$ cat src/rtl/load_store_buffer_pkg.sv
// Shared definitions for the load/store buffer:
// opcode encodings, default sizes, FSM states and opcode helpers.
package load_store_buffer_pkg;

    localparam int LSB_SIZE_DEF  = 8;
    localparam int ROB_IDX_W_DEF = 4;

    localparam logic [5:0] OP_LB  = 6'd1;
    localparam logic [5:0] OP_LH  = 6'd2;
    localparam logic [5:0] OP_LW  = 6'd3;
    localparam logic [5:0] OP_LBU = 6'd4;
    localparam logic [5:0] OP_LHU = 6'd5;
    localparam logic [5:0] OP_SB  = 6'd6;
    localparam logic [5:0] OP_SH  = 6'd7;
    localparam logic [5:0] OP_SW  = 6'd8;

    localparam logic [1:0] SZ_BYTE = 2'd0;
    localparam logic [1:0] SZ_HALF = 2'd1;
    localparam logic [1:0] SZ_WORD = 2'd2;

    typedef enum logic [1:0] {
        ST_IDLE,
        ST_BUSY,
        ST_FLUSH_WAIT
    } lsb_state_e;

    function automatic logic op_is_store(input logic [5:0] op);
        return (op == OP_SB) || (op == OP_SH) || (op == OP_SW);
    endfunction

    function automatic logic op_is_load(input logic [5:0] op);
        return (op == OP_LB) || (op == OP_LH) || (op == OP_LW) ||
               (op == OP_LBU) || (op == OP_LHU);
    endfunction

    function automatic logic [1:0] op_size(input logic [5:0] op);
        logic [1:0] sz;
        case (op)
            OP_LB, OP_LBU, OP_SB: sz = SZ_BYTE;
            OP_LH, OP_LHU, OP_SH: sz = SZ_HALF;
            default:              sz = SZ_WORD;
        endcase
        return sz;
    endfunction

endpackage

$ cat src/rtl/load_store_buffer_load_ext.sv
// Load result extension: sign/zero-extends the low-aligned
// memory data according to the load opcode.
module lsb_load_ext
    import load_store_buffer_pkg::*;
(
    input  logic [5:0]  op,
    input  logic [31:0] rdata,
    output logic [31:0] data
);

    // Pick the extension for the access width and signedness
    always_comb begin
        data = rdata;
        case (op)
            OP_LB:   data = {{24{rdata[7]}}, rdata[7:0]};
            OP_LH:   data = {{16{rdata[15]}}, rdata[15:0]};
            OP_LBU:  data = {24'd0, rdata[7:0]};
            OP_LHU:  data = {16'd0, rdata[15:0]};
            default: data = rdata;
        endcase
    end

endmodule

$ cat src/rtl/load_store_buffer.sv
// In-order load/store queue: operand wakeup, store commit tracking,
// head-only memory issue and mispredict flush of uncommitted entries.
module load_store_buffer
    import load_store_buffer_pkg::*;
#(
    parameter int LSB_SIZE  = LSB_SIZE_DEF,
    parameter int ROB_IDX_W = ROB_IDX_W_DEF
) (
    input  logic                 clk,
    input  logic                 rst,
    input  logic                 jp_wrong,
    input  logic                 ins_flag,
    input  logic [5:0]           insty,
    input  logic [ROB_IDX_W-1:0] rob_idx,
    input  logic                 rs1_ready,
    input  logic [31:0]          reg1,
    input  logic                 rs2_ready,
    input  logic [31:0]          reg2,
    input  logic [31:0]          imm,
    input  logic                 ari_flag,
    input  logic [ROB_IDX_W-1:0] ari_idx,
    input  logic [31:0]          ari_val,
    input  logic                 store_flag,
    output logic                 LSB_full,
    output logic                 mem_req,
    output logic                 mem_we,
    output logic [1:0]           mem_size,
    output logic [31:0]          mem_addr,
    output logic [31:0]          mem_wdata,
    input  logic                 mem_done,
    input  logic [31:0]          mem_rdata,
    output logic                 val_flag_LSB,
    output logic [ROB_IDX_W-1:0] val_idx_LSB,
    output logic [31:0]          val_LSB
);

    localparam int PTR_W = $clog2(LSB_SIZE);
    localparam int CNT_W = PTR_W + 1;
    localparam logic [CNT_W-1:0] FULL_CNT = CNT_W'(LSB_SIZE);

    logic [PTR_W-1:0] head_q, head_d, rear_q, rear_d;
    logic [CNT_W-1:0] count_q, count_d, ccnt_q, ccnt_d, ccnt_n;

    logic                 valid_q  [LSB_SIZE];
    logic                 valid_d  [LSB_SIZE];
    logic                 commit_q [LSB_SIZE];
    logic                 commit_d [LSB_SIZE];
    logic [5:0]           op_q     [LSB_SIZE];
    logic [5:0]           op_d     [LSB_SIZE];
    logic [ROB_IDX_W-1:0] rob_q    [LSB_SIZE];
    logic [ROB_IDX_W-1:0] rob_d    [LSB_SIZE];
    logic                 r1_rdy_q [LSB_SIZE];
    logic                 r1_rdy_d [LSB_SIZE];
    logic [31:0]          r1_q     [LSB_SIZE];
    logic [31:0]          r1_d     [LSB_SIZE];
    logic                 r2_rdy_q [LSB_SIZE];
    logic                 r2_rdy_d [LSB_SIZE];
    logic [31:0]          r2_q     [LSB_SIZE];
    logic [31:0]          r2_d     [LSB_SIZE];
    logic [31:0]          imm_q    [LSB_SIZE];
    logic [31:0]          imm_d    [LSB_SIZE];

    lsb_state_e state_q, state_d;

    logic                 mem_req_q, mem_req_d;
    logic                 mem_we_q, mem_we_d;
    logic [1:0]           mem_size_q, mem_size_d;
    logic [31:0]          mem_addr_q, mem_addr_d;
    logic [31:0]          mem_wdata_q, mem_wdata_d;
    logic                 val_flag_q, val_flag_d;
    logic [ROB_IDX_W-1:0] val_idx_q, val_idx_d;
    logic [31:0]          val_q, val_d;

    logic             full, enq, deq, issue;
    logic             h_ready, h_store, h_load;
    logic [5:0]       h_op;
    logic [PTR_W-1:0] ctgt, off;
    logic             set_commit, deq_commit;
    logic             in_r1_rdy, in_r2_rdy;
    logic [31:0]      in_r1, in_r2, ext_data;

    assign full    = (count_q == FULL_CNT);
    assign h_op    = op_q[head_q];
    assign h_store = op_is_store(h_op);
    assign h_load  = op_is_load(h_op);
    assign h_ready = valid_q[head_q] && r1_rdy_q[head_q] && r2_rdy_q[head_q];

    // A flush blocks a load from starting; committed stores survive it
    assign issue = (state_q == ST_IDLE) && h_ready &&
                   ((h_load && !jp_wrong) || (h_store && commit_q[head_q]));

    assign deq = (state_q == ST_BUSY) && mem_done;
    assign enq = ins_flag && !jp_wrong && (!full || deq);

    // Oldest uncommitted store sits right after the committed prefix
    assign ctgt       = head_q + ccnt_q[PTR_W-1:0];
    assign set_commit = store_flag && (ccnt_q < count_q) && valid_q[ctgt] &&
                        !commit_q[ctgt] && op_is_store(op_q[ctgt]);
    assign deq_commit = deq && commit_q[head_q];
    assign ccnt_n     = ccnt_q + CNT_W'(set_commit) - CNT_W'(deq_commit);

    lsb_load_ext u_ext (
        .op    (h_op),
        .rdata (mem_rdata),
        .data  (ext_data)
    );

    // Wake up the operands of the incoming entry from this cycle's broadcasts
    always_comb begin
        in_r1_rdy = rs1_ready;
        in_r1     = reg1;
        in_r2_rdy = rs2_ready;
        in_r2     = reg2;
        if (!rs1_ready && ari_flag && reg1[ROB_IDX_W-1:0] == ari_idx) begin
            in_r1_rdy = 1'b1;
            in_r1     = ari_val;
        end else if (!rs1_ready && val_flag_q &&
                     reg1[ROB_IDX_W-1:0] == val_idx_q) begin
            in_r1_rdy = 1'b1;
            in_r1     = val_q;
        end
        if (!rs2_ready && ari_flag && reg2[ROB_IDX_W-1:0] == ari_idx) begin
            in_r2_rdy = 1'b1;
            in_r2     = ari_val;
        end else if (!rs2_ready && val_flag_q &&
                     reg2[ROB_IDX_W-1:0] == val_idx_q) begin
            in_r2_rdy = 1'b1;
            in_r2     = val_q;
        end
    end

    // Queue pointers, entry wakeup, commit marking, enqueue and flush
    always_comb begin
        head_d   = head_q + PTR_W'(deq);
        ccnt_d   = ccnt_n;
        off      = '0;
        valid_d  = valid_q;
        commit_d = commit_q;
        op_d     = op_q;
        rob_d    = rob_q;
        r1_rdy_d = r1_rdy_q;
        r1_d     = r1_q;
        r2_rdy_d = r2_rdy_q;
        r2_d     = r2_q;
        imm_d    = imm_q;
        if (jp_wrong) begin
            count_d = ccnt_n;
            rear_d  = head_d + ccnt_n[PTR_W-1:0];
        end else begin
            count_d = count_q + CNT_W'(enq) - CNT_W'(deq);
            rear_d  = rear_q + PTR_W'(enq);
        end
        for (int i = 0; i < LSB_SIZE; i++) begin
            if (!r1_rdy_q[i] && ari_flag &&
                r1_q[i][ROB_IDX_W-1:0] == ari_idx) begin
                r1_rdy_d[i] = 1'b1;
                r1_d[i]     = ari_val;
            end else if (!r1_rdy_q[i] && val_flag_q &&
                         r1_q[i][ROB_IDX_W-1:0] == val_idx_q) begin
                r1_rdy_d[i] = 1'b1;
                r1_d[i]     = val_q;
            end
            if (!r2_rdy_q[i] && ari_flag &&
                r2_q[i][ROB_IDX_W-1:0] == ari_idx) begin
                r2_rdy_d[i] = 1'b1;
                r2_d[i]     = ari_val;
            end else if (!r2_rdy_q[i] && val_flag_q &&
                         r2_q[i][ROB_IDX_W-1:0] == val_idx_q) begin
                r2_rdy_d[i] = 1'b1;
                r2_d[i]     = val_q;
            end
        end
        if (set_commit) begin
            commit_d[ctgt] = 1'b1;
        end
        if (enq) begin
            commit_d[rear_q] = 1'b0;
            op_d[rear_q]     = insty;
            rob_d[rear_q]    = rob_idx;
            r1_rdy_d[rear_q] = in_r1_rdy;
            r1_d[rear_q]     = in_r1;
            r2_rdy_d[rear_q] = in_r2_rdy;
            r2_d[rear_q]     = in_r2;
            imm_d[rear_q]    = imm;
        end
        for (int i = 0; i < LSB_SIZE; i++) begin
            off        = PTR_W'(i) - head_d;
            valid_d[i] = ({1'b0, off} < count_d);
            if (!valid_d[i]) begin
                commit_d[i] = 1'b0;
            end
        end
    end

    // FSM next state
    always_comb begin
        state_d = state_q;
        unique case (state_q)
            ST_IDLE: begin
                if (issue) state_d = ST_BUSY;
            end
            ST_BUSY: begin
                if (mem_done) state_d = ST_IDLE;
                else if (jp_wrong && !mem_we_q) state_d = ST_FLUSH_WAIT;
            end
            ST_FLUSH_WAIT: begin
                if (mem_done) state_d = ST_IDLE;
            end
            default: state_d = ST_IDLE;
        endcase
    end

    // FSM outputs: memory request and load result broadcast
    always_comb begin
        mem_req_d   = mem_req_q;
        mem_we_d    = mem_we_q;
        mem_size_d  = mem_size_q;
        mem_addr_d  = mem_addr_q;
        mem_wdata_d = mem_wdata_q;
        val_flag_d  = 1'b0;
        val_idx_d   = val_idx_q;
        val_d       = val_q;
        unique case (state_q)
            ST_IDLE: begin
                if (issue) begin
                    mem_req_d   = 1'b1;
                    mem_we_d    = h_store;
                    mem_size_d  = op_size(h_op);
                    mem_addr_d  = r1_q[head_q] + imm_q[head_q];
                    mem_wdata_d = r2_q[head_q];
                end
            end
            ST_BUSY: begin
                if (mem_done) begin
                    mem_req_d = 1'b0;
                    if (!mem_we_q && !jp_wrong) begin
                        val_flag_d = 1'b1;
                        val_idx_d  = rob_q[head_q];
                        val_d      = ext_data;
                    end
                end
            end
            ST_FLUSH_WAIT: begin
                if (mem_done) mem_req_d = 1'b0;
            end
            default: mem_req_d = 1'b0;
        endcase
    end

    // State registers
    always_ff @(posedge clk or negedge rst) begin
        if (!rst) begin
            head_q      <= '0;
            rear_q      <= '0;
            count_q     <= '0;
            ccnt_q      <= '0;
            state_q     <= ST_IDLE;
            mem_req_q   <= 1'b0;
            mem_we_q    <= 1'b0;
            mem_size_q  <= '0;
            mem_addr_q  <= '0;
            mem_wdata_q <= '0;
            val_flag_q  <= 1'b0;
            val_idx_q   <= '0;
            val_q       <= '0;
            for (int i = 0; i < LSB_SIZE; i++) begin
                valid_q[i]  <= 1'b0;
                commit_q[i] <= 1'b0;
                op_q[i]     <= '0;
                rob_q[i]    <= '0;
                r1_rdy_q[i] <= 1'b0;
                r1_q[i]     <= '0;
                r2_rdy_q[i] <= 1'b0;
                r2_q[i]     <= '0;
                imm_q[i]    <= '0;
            end
        end else begin
            head_q      <= head_d;
            rear_q      <= rear_d;
            count_q     <= count_d;
            ccnt_q      <= ccnt_d;
            state_q     <= state_d;
            mem_req_q   <= mem_req_d;
            mem_we_q    <= mem_we_d;
            mem_size_q  <= mem_size_d;
            mem_addr_q  <= mem_addr_d;
            mem_wdata_q <= mem_wdata_d;
            val_flag_q  <= val_flag_d;
            val_idx_q   <= val_idx_d;
            val_q       <= val_d;
            valid_q     <= valid_d;
            commit_q    <= commit_d;
            op_q        <= op_d;
            rob_q       <= rob_d;
            r1_rdy_q    <= r1_rdy_d;
            r1_q        <= r1_d;
            r2_rdy_q    <= r2_rdy_d;
            r2_q        <= r2_d;
            imm_q       <= imm_d;
        end
    end

    assign LSB_full     = full;
    assign mem_req      = mem_req_q;
    assign mem_we       = mem_we_q;
    assign mem_size     = mem_size_q;
    assign mem_addr     = mem_addr_q;
    assign mem_wdata    = mem_wdata_q;
    assign val_flag_LSB = val_flag_q;
    assign val_idx_LSB  = val_idx_q;
    assign val_LSB      = val_q;

endmodule
$ cat config.mk
export PLATFORM = sky130hd
export DESIGN_NAME = load_store_buffer
export DESIGN_NICKNAME = d
export VERILOG_FILES = /design/src/rtl/load_store_buffer_pkg.sv /design/src/rtl/load_store_buffer_load_ext.sv /design/src/rtl/load_store_buffer.sv
export SDC_FILE = /design/constraint.sdc
export NUM_CORES = 2
export LEC_CHECK = 0
export ABC_AREA = 1
export CAP_MARGIN = 20
export CORE_MARGIN = 2
export CORE_UTILIZATION = 48
export DETAILED_ROUTE_END_ITERATION = 16
export PLACE_DENSITY_LB_ADDON = 0.3
export SKIP_LAST_GASP = 1
export SLEW_MARGIN = 10
export SYNTH_ARGS = -nofsm -noshare
export SYNTH_HDL_FRONTEND = slang
export SYNTH_SLANG_ARGS = --single-unit
$ cat constraint.sdc
create_clock -name clk -period 6.4 [get_ports clk]
set_clock_uncertainty 0.15 [all_clocks]
set_input_delay 0.64 -clock clk [delete_from_list [all_inputs] [get_ports clk]]
set_output_delay 0.64 -clock clk [all_outputs]
set_load 0.05 [all_outputs]
==> parameters.txt <==
Parameter                              Value

Worst setup path
  Crit path arrival time ... 6170 ps
  Maximum single-stage delay on the critical path ... 610 ps
  Max FO, Critical Path ... 20
  Gate family responsible for the most delay along the worst path ... adder cells
  Startpoint of the worst register-to-register path ... head_q[0]
  Crit path required time ... 6940 ps
  Endpoint type of the worst setup path ... register
  Type of the setup path with the least slack ... reg2reg
  Crit path from ... head_q[0]
  Sort of element at the start of the critical path ... register
  Master of the slowest instance on the critical path ... sky130_fd_sc_hd__fa_1
  Cell with the most instances on the worst path ... sky130_fd_sc_hd__nand2_1
  Worst Path Buf+Inv ... 6

Synth
  Synthesized area per cell ... 7.15 µm²
  Async set-or-reset flop fraction in the synthesized netlist ... 100%
  Post-synthesis simple-gate area fraction ... 19.0%
  Count of unique library cells instantiated by Yosys ... 51
  Number of synthesized flops with an enable pin ... 0
  Sequential element share of the synthesized area ... 42.1%
  Complex-gate fraction of the synthesized area ... 28.4%
  Largest family of logic cells by synthesized area ... compound AO/OA/AOI/OAI gates
  Share of synthesized area spent on multiplexers ... 0%
  Total of flip-flops plus latches after synthesis ... 1001
  Synthesized-area fraction occupied by adder cells ... 1.39%
  Syn. warnings ... 0
  Nets in the synthesized netlist ... 8571
  Post-synth design cell area ... 0.0595 mm²
  Post-Syn Instances ... 8325
  Xor/xnor share of the synthesized area ... 0.928%
  Primary FF master, synth ... sky130_fd_sc_hd__dfrtp_1

Timing
  Highest clock frequency the design can meet ... 0.177 GHz
  Period minus WS final ... 5640 ps
  Setup ws final ... 764 ps
  Worst-Margin Slew ... 1190 ps
  RSZ-0062 raised after global routing ... false
  Headroom to the max-slew limit ... 20.7%
  Final Max Slew Viols ... 0
  Hold Fails Final Rpt ... 0
  Fin Hold WS ... 263 ps
  Final worst-path cycle share ... 88.1%
  Setup-failing EPs final ... 0
  Final sum of negative setup slack ... 0 ps

Global route
  Antenna violations before repair ... 14
  Number of global-route vias before repair ... 57379
  GRT Residual Overflow ... 0
  Global-route usage over all layers ... 36.4%
  Wire length of the first global-routing pass ... 356000 µm
  Largest net degree at the start of global routing ... 207

Clocking
  Count of clock tree sinks ... 1001
  Quantity of gates resized following cts ... 0
  Depth of the CTS H-tree ... 3
  Number of buffers inserted by hold repair at cts ... 1
  CTS Buffer Depth ... 3
  Clock transition at the register clock pins on the worst setup and hold paths after CTS ... 70 ps
  Cts bufs inserted ... 112
  Root Buffer ... sky130_fd_sc_hd__clkbuf_16
  TritonCTS clock tree ... yes
  Post CTS Setup Buffer Count ... 0
  Skew-Pair Late Insertion Delay ... 790 ps

Floorplanning
  Die W ... 356 µm
  Die Y ... 356 µm
  Site Rows ... 129
  I/O pin cnt ... 289
  Full die area ... 0.127 mm²
  Effective utilization at floorplan ... 48.2%
  Core region area ... 0.123 mm²

Pwr
  Total power per unit cell area ... 589 mW/mm²
  Switching share of power ... 48.6%
  Maximum resistive drop on vdd ... 0.381 mV
  Total leakage power ... 30.3 nW
  Fraction of power consumed by combinational cells ... 54.0%
  Proportion of power drawn by the clock network ... 17.9%
  Share of power burned in registers ... 28.1%
  Internal power consumption ... 20.2 mW
  Psw ... 19.1 mW

Place
  Gpl congestion ... 0.948
  Placed Instance Area ... 0.0626 mm²
  Pre-CTS setup slack ... 817 ps
  Port Buf Inserts ... 288
  Detailed placement HPWL ... 142000 µm

Cells and area
  Layout net count ... 8337
  Commonest cells after routing, fill and taps aside ... sky130_fd_sc_hd__nand2_1, sky130_fd_sc_hd__o21ai_0, sky130_fd_sc_hd__dfrtp_1
  Number of inserted filler cells in the final layout ... 11744
  Finished Cell Area ... 0.0666 mm²
  Fraction of layout instances using a drive strength above 1 ... 5.63%
  Area Growth Syn to Fin ... 12.0%
  Most frequent standard cell in the layout excluding fill and tap cells ... sky130_fd_sc_hd__nand2_1

Drt
  Routed via count ... 62122
  Routed length per instance ... 24.1 µm
  Final wirelength ... 237000 µm
  Remaining routing DRC violations ... 0
  Vias per inst ... 6.32
  Number of detailed-route iterations in the first pass ... 10
  Drt first-iter violations ... 9020
  Count of nets left with antenna violations after detail routing ... 0

Min path
  Hold Crit Class ... in2reg
  Hold_sp ... mem_rdata[19]

Run status
  Status ... finished clean

Flow run
  Count of maximum capacitance violations ... 0
-- tightest hold or removal path: stages --
cell and delay [ps]:
sky130_fd_sc_hd__clkdlybuf4s50_1 390, sky130_fd_sc_hd__nand2_1 60, sky130_fd_sc_hd__a21oi_1 60
-- cells by family (layout without fill, tap and decap cells) --
| group | after synthesis | in the layout |
|---|---|---|
| flops | 1001 | 1001 |
| fa+ha+maj | 63 | 63 |
| compound gates | 3071 | 3071 |
| buf+inv | 1201 | 1064 |
| simple gates | 2926 | 2926 |
| other cells | 0 | 11 |
| xor+xnor | 63 | 63 |
-- power by group through the flow --
stage / Clock (mW) / Combinational [mW] / Sequential [mW]
2_1_floorplan: 0 / 13.6 / 11.4
3_3_place_gp: 0 / 20.3 / 11.0
3_5_place_dp: 0 / 20.6 / 11.0
4_1_cts: 7.04 / 20.7 / 10.9
5_1_grt: 7.31 / 23.3 / 11.3
6_report: 7.03 / 21.2 / 11.0
-- routing by layer --
layer	global-route usage [%]	wire length, µm	share of wire, %
met5	0	45	0.019
met4	20.8	14000	5.9
met3	8.23	28300	12
met2	55.1	103000	44
met1	47.9	91400	39
-- sequential cells by signal, indices dropped and copies added (netlist names), 8 cells and up --
| name | count |
|---|---|
| imm_q | 256 |
| r1_q | 256 |
| r2_q | 256 |
| op_q | 48 |
| mem_addr | 32 |
| mem_wdata | 32 |
| rob_q | 32 |
| val_LSB | 32 |
| commit_q | 8 |
| r1_rdy_q | 8 |
| r2_rdy_q | 8 |
| valid_q | 8 |
-- path summary, 6_finish.rpt --
check                              end  slack (ps)  depth (start not counted)
max                        commit_q[4]         760                         28
min                        val_LSB[19]         260                          3
max reg2reg                commit_q[4]         760                         28
min reg2reg                 imm_q[151]         320                          2
max in group asynchronous   state_q[1]        4120                          3
min in group asynchronous   imm_q[198]         410                          2
-- metrics by stage --
step | util, % | std cells | total power [mW]
2_1_floorplan | - | 8325 | 25.0
3_3_place_gp | 50.7 | 9611 | 31.3
3_5_place_dp | 50.7 | 9612 | 31.6
4_1_cts | 54.0 | 9824 | 38.7
5_1_grt | 54.0 | 9832 | 41.9
6_report | 54.0 | 9836 | 39.3
-- cells in the mapped netlist, types with 2 or more instances --
cell | instances | area (µm²)
sky130_fd_sc_hd__buf_4 | 10 | 75.1
sky130_fd_sc_hd__o21ai_1 | 81 | 405
sky130_fd_sc_hd__a21oi_1 | 474 | 2370
sky130_fd_sc_hd__o211ai_2 | 9 | 113
sky130_fd_sc_hd__clkbuf_1 | 511 | 1920
sky130_fd_sc_hd__a22oi_1 | 8 | 60.1
sky130_fd_sc_hd__nand2_2 | 3 | 18.8
sky130_fd_sc_hd__xnor2_1 | 22 | 193
sky130_fd_sc_hd__o21ai_0 | 1784 | 8930
sky130_fd_sc_hd__nor2_2 | 2 | 12.5
sky130_fd_sc_hd__buf_6 | 9 | 101
sky130_fd_sc_hd__a32o_1 | 29 | 290
sky130_fd_sc_hd__inv_2 | 29 | 109
sky130_fd_sc_hd__nor2_1 | 734 | 2760
sky130_fd_sc_hd__nand4_1 | 18 | 113
sky130_fd_sc_hd__o211ai_1 | 111 | 833
sky130_fd_sc_hd__fa_1 | 5 | 100
sky130_fd_sc_hd__o21ai_2 | 62 | 543
sky130_fd_sc_hd__o221ai_1 | 2 | 17.5
sky130_fd_sc_hd__clkinv_1 | 3 | 11.3
sky130_fd_sc_hd__a2111oi_0 | 9 | 78.8
sky130_fd_sc_hd__xor2_1 | 41 | 359
sky130_fd_sc_hd__or2_2 | 6 | 37.5
sky130_fd_sc_hd__nand2_1 | 1994 | 7480
sky130_fd_sc_hd__clkbuf_2 | 35 | 175
sky130_fd_sc_hd__buf_2 | 145 | 726
sky130_fd_sc_hd__a21o_1 | 10 | 75.1
sky130_fd_sc_hd__nand3_1 | 144 | 721
sky130_fd_sc_hd__o21bai_1 | 4 | 30.0
sky130_fd_sc_hd__buf_1 | 44 | 165
sky130_fd_sc_hd__a31oi_1 | 67 | 419
sky130_fd_sc_hd__inv_1 | 415 | 1560
sky130_fd_sc_hd__a211oi_1 | 13 | 97.6
sky130_fd_sc_hd__o21a_1 | 3 | 22.5
sky130_fd_sc_hd__nor3_1 | 14 | 70.1
sky130_fd_sc_hd__o31ai_1 | 3 | 22.5
sky130_fd_sc_hd__ha_1 | 58 | 726
sky130_fd_sc_hd__dfrtp_1 | 1001 | 25000
sky130_fd_sc_hd__a221oi_1 | 28 | 245
sky130_fd_sc_hd__nand3b_1 | 3 | 22.5
sky130_fd_sc_hd__nor4_1 | 3 | 18.8
sky130_fd_sc_hd__o22ai_1 | 370 | 2310
-- final cells by class --
| type | count | area (µm²) | share of cell area [%] |
|---|---|---|---|
| flip-flops and latches | 1001 | 25100 | 37.6 |
| repair buffers | 406 | 4010 | 6.02 |
| inverters | 447 | 1710 | 2.56 |
| clock inverters | 41 | 606 | 0.909 |
| clock buffers | 170 | 3390 | 5.09 |
| well taps | 1637 | 2050 | 3.07 |
| diodes | 11 | 27.5 | 0.0413 |
| multi-input cells | 6123 | 29800 | 44.7 |
No activity file was read; power rests on OpenSTA's default activity.
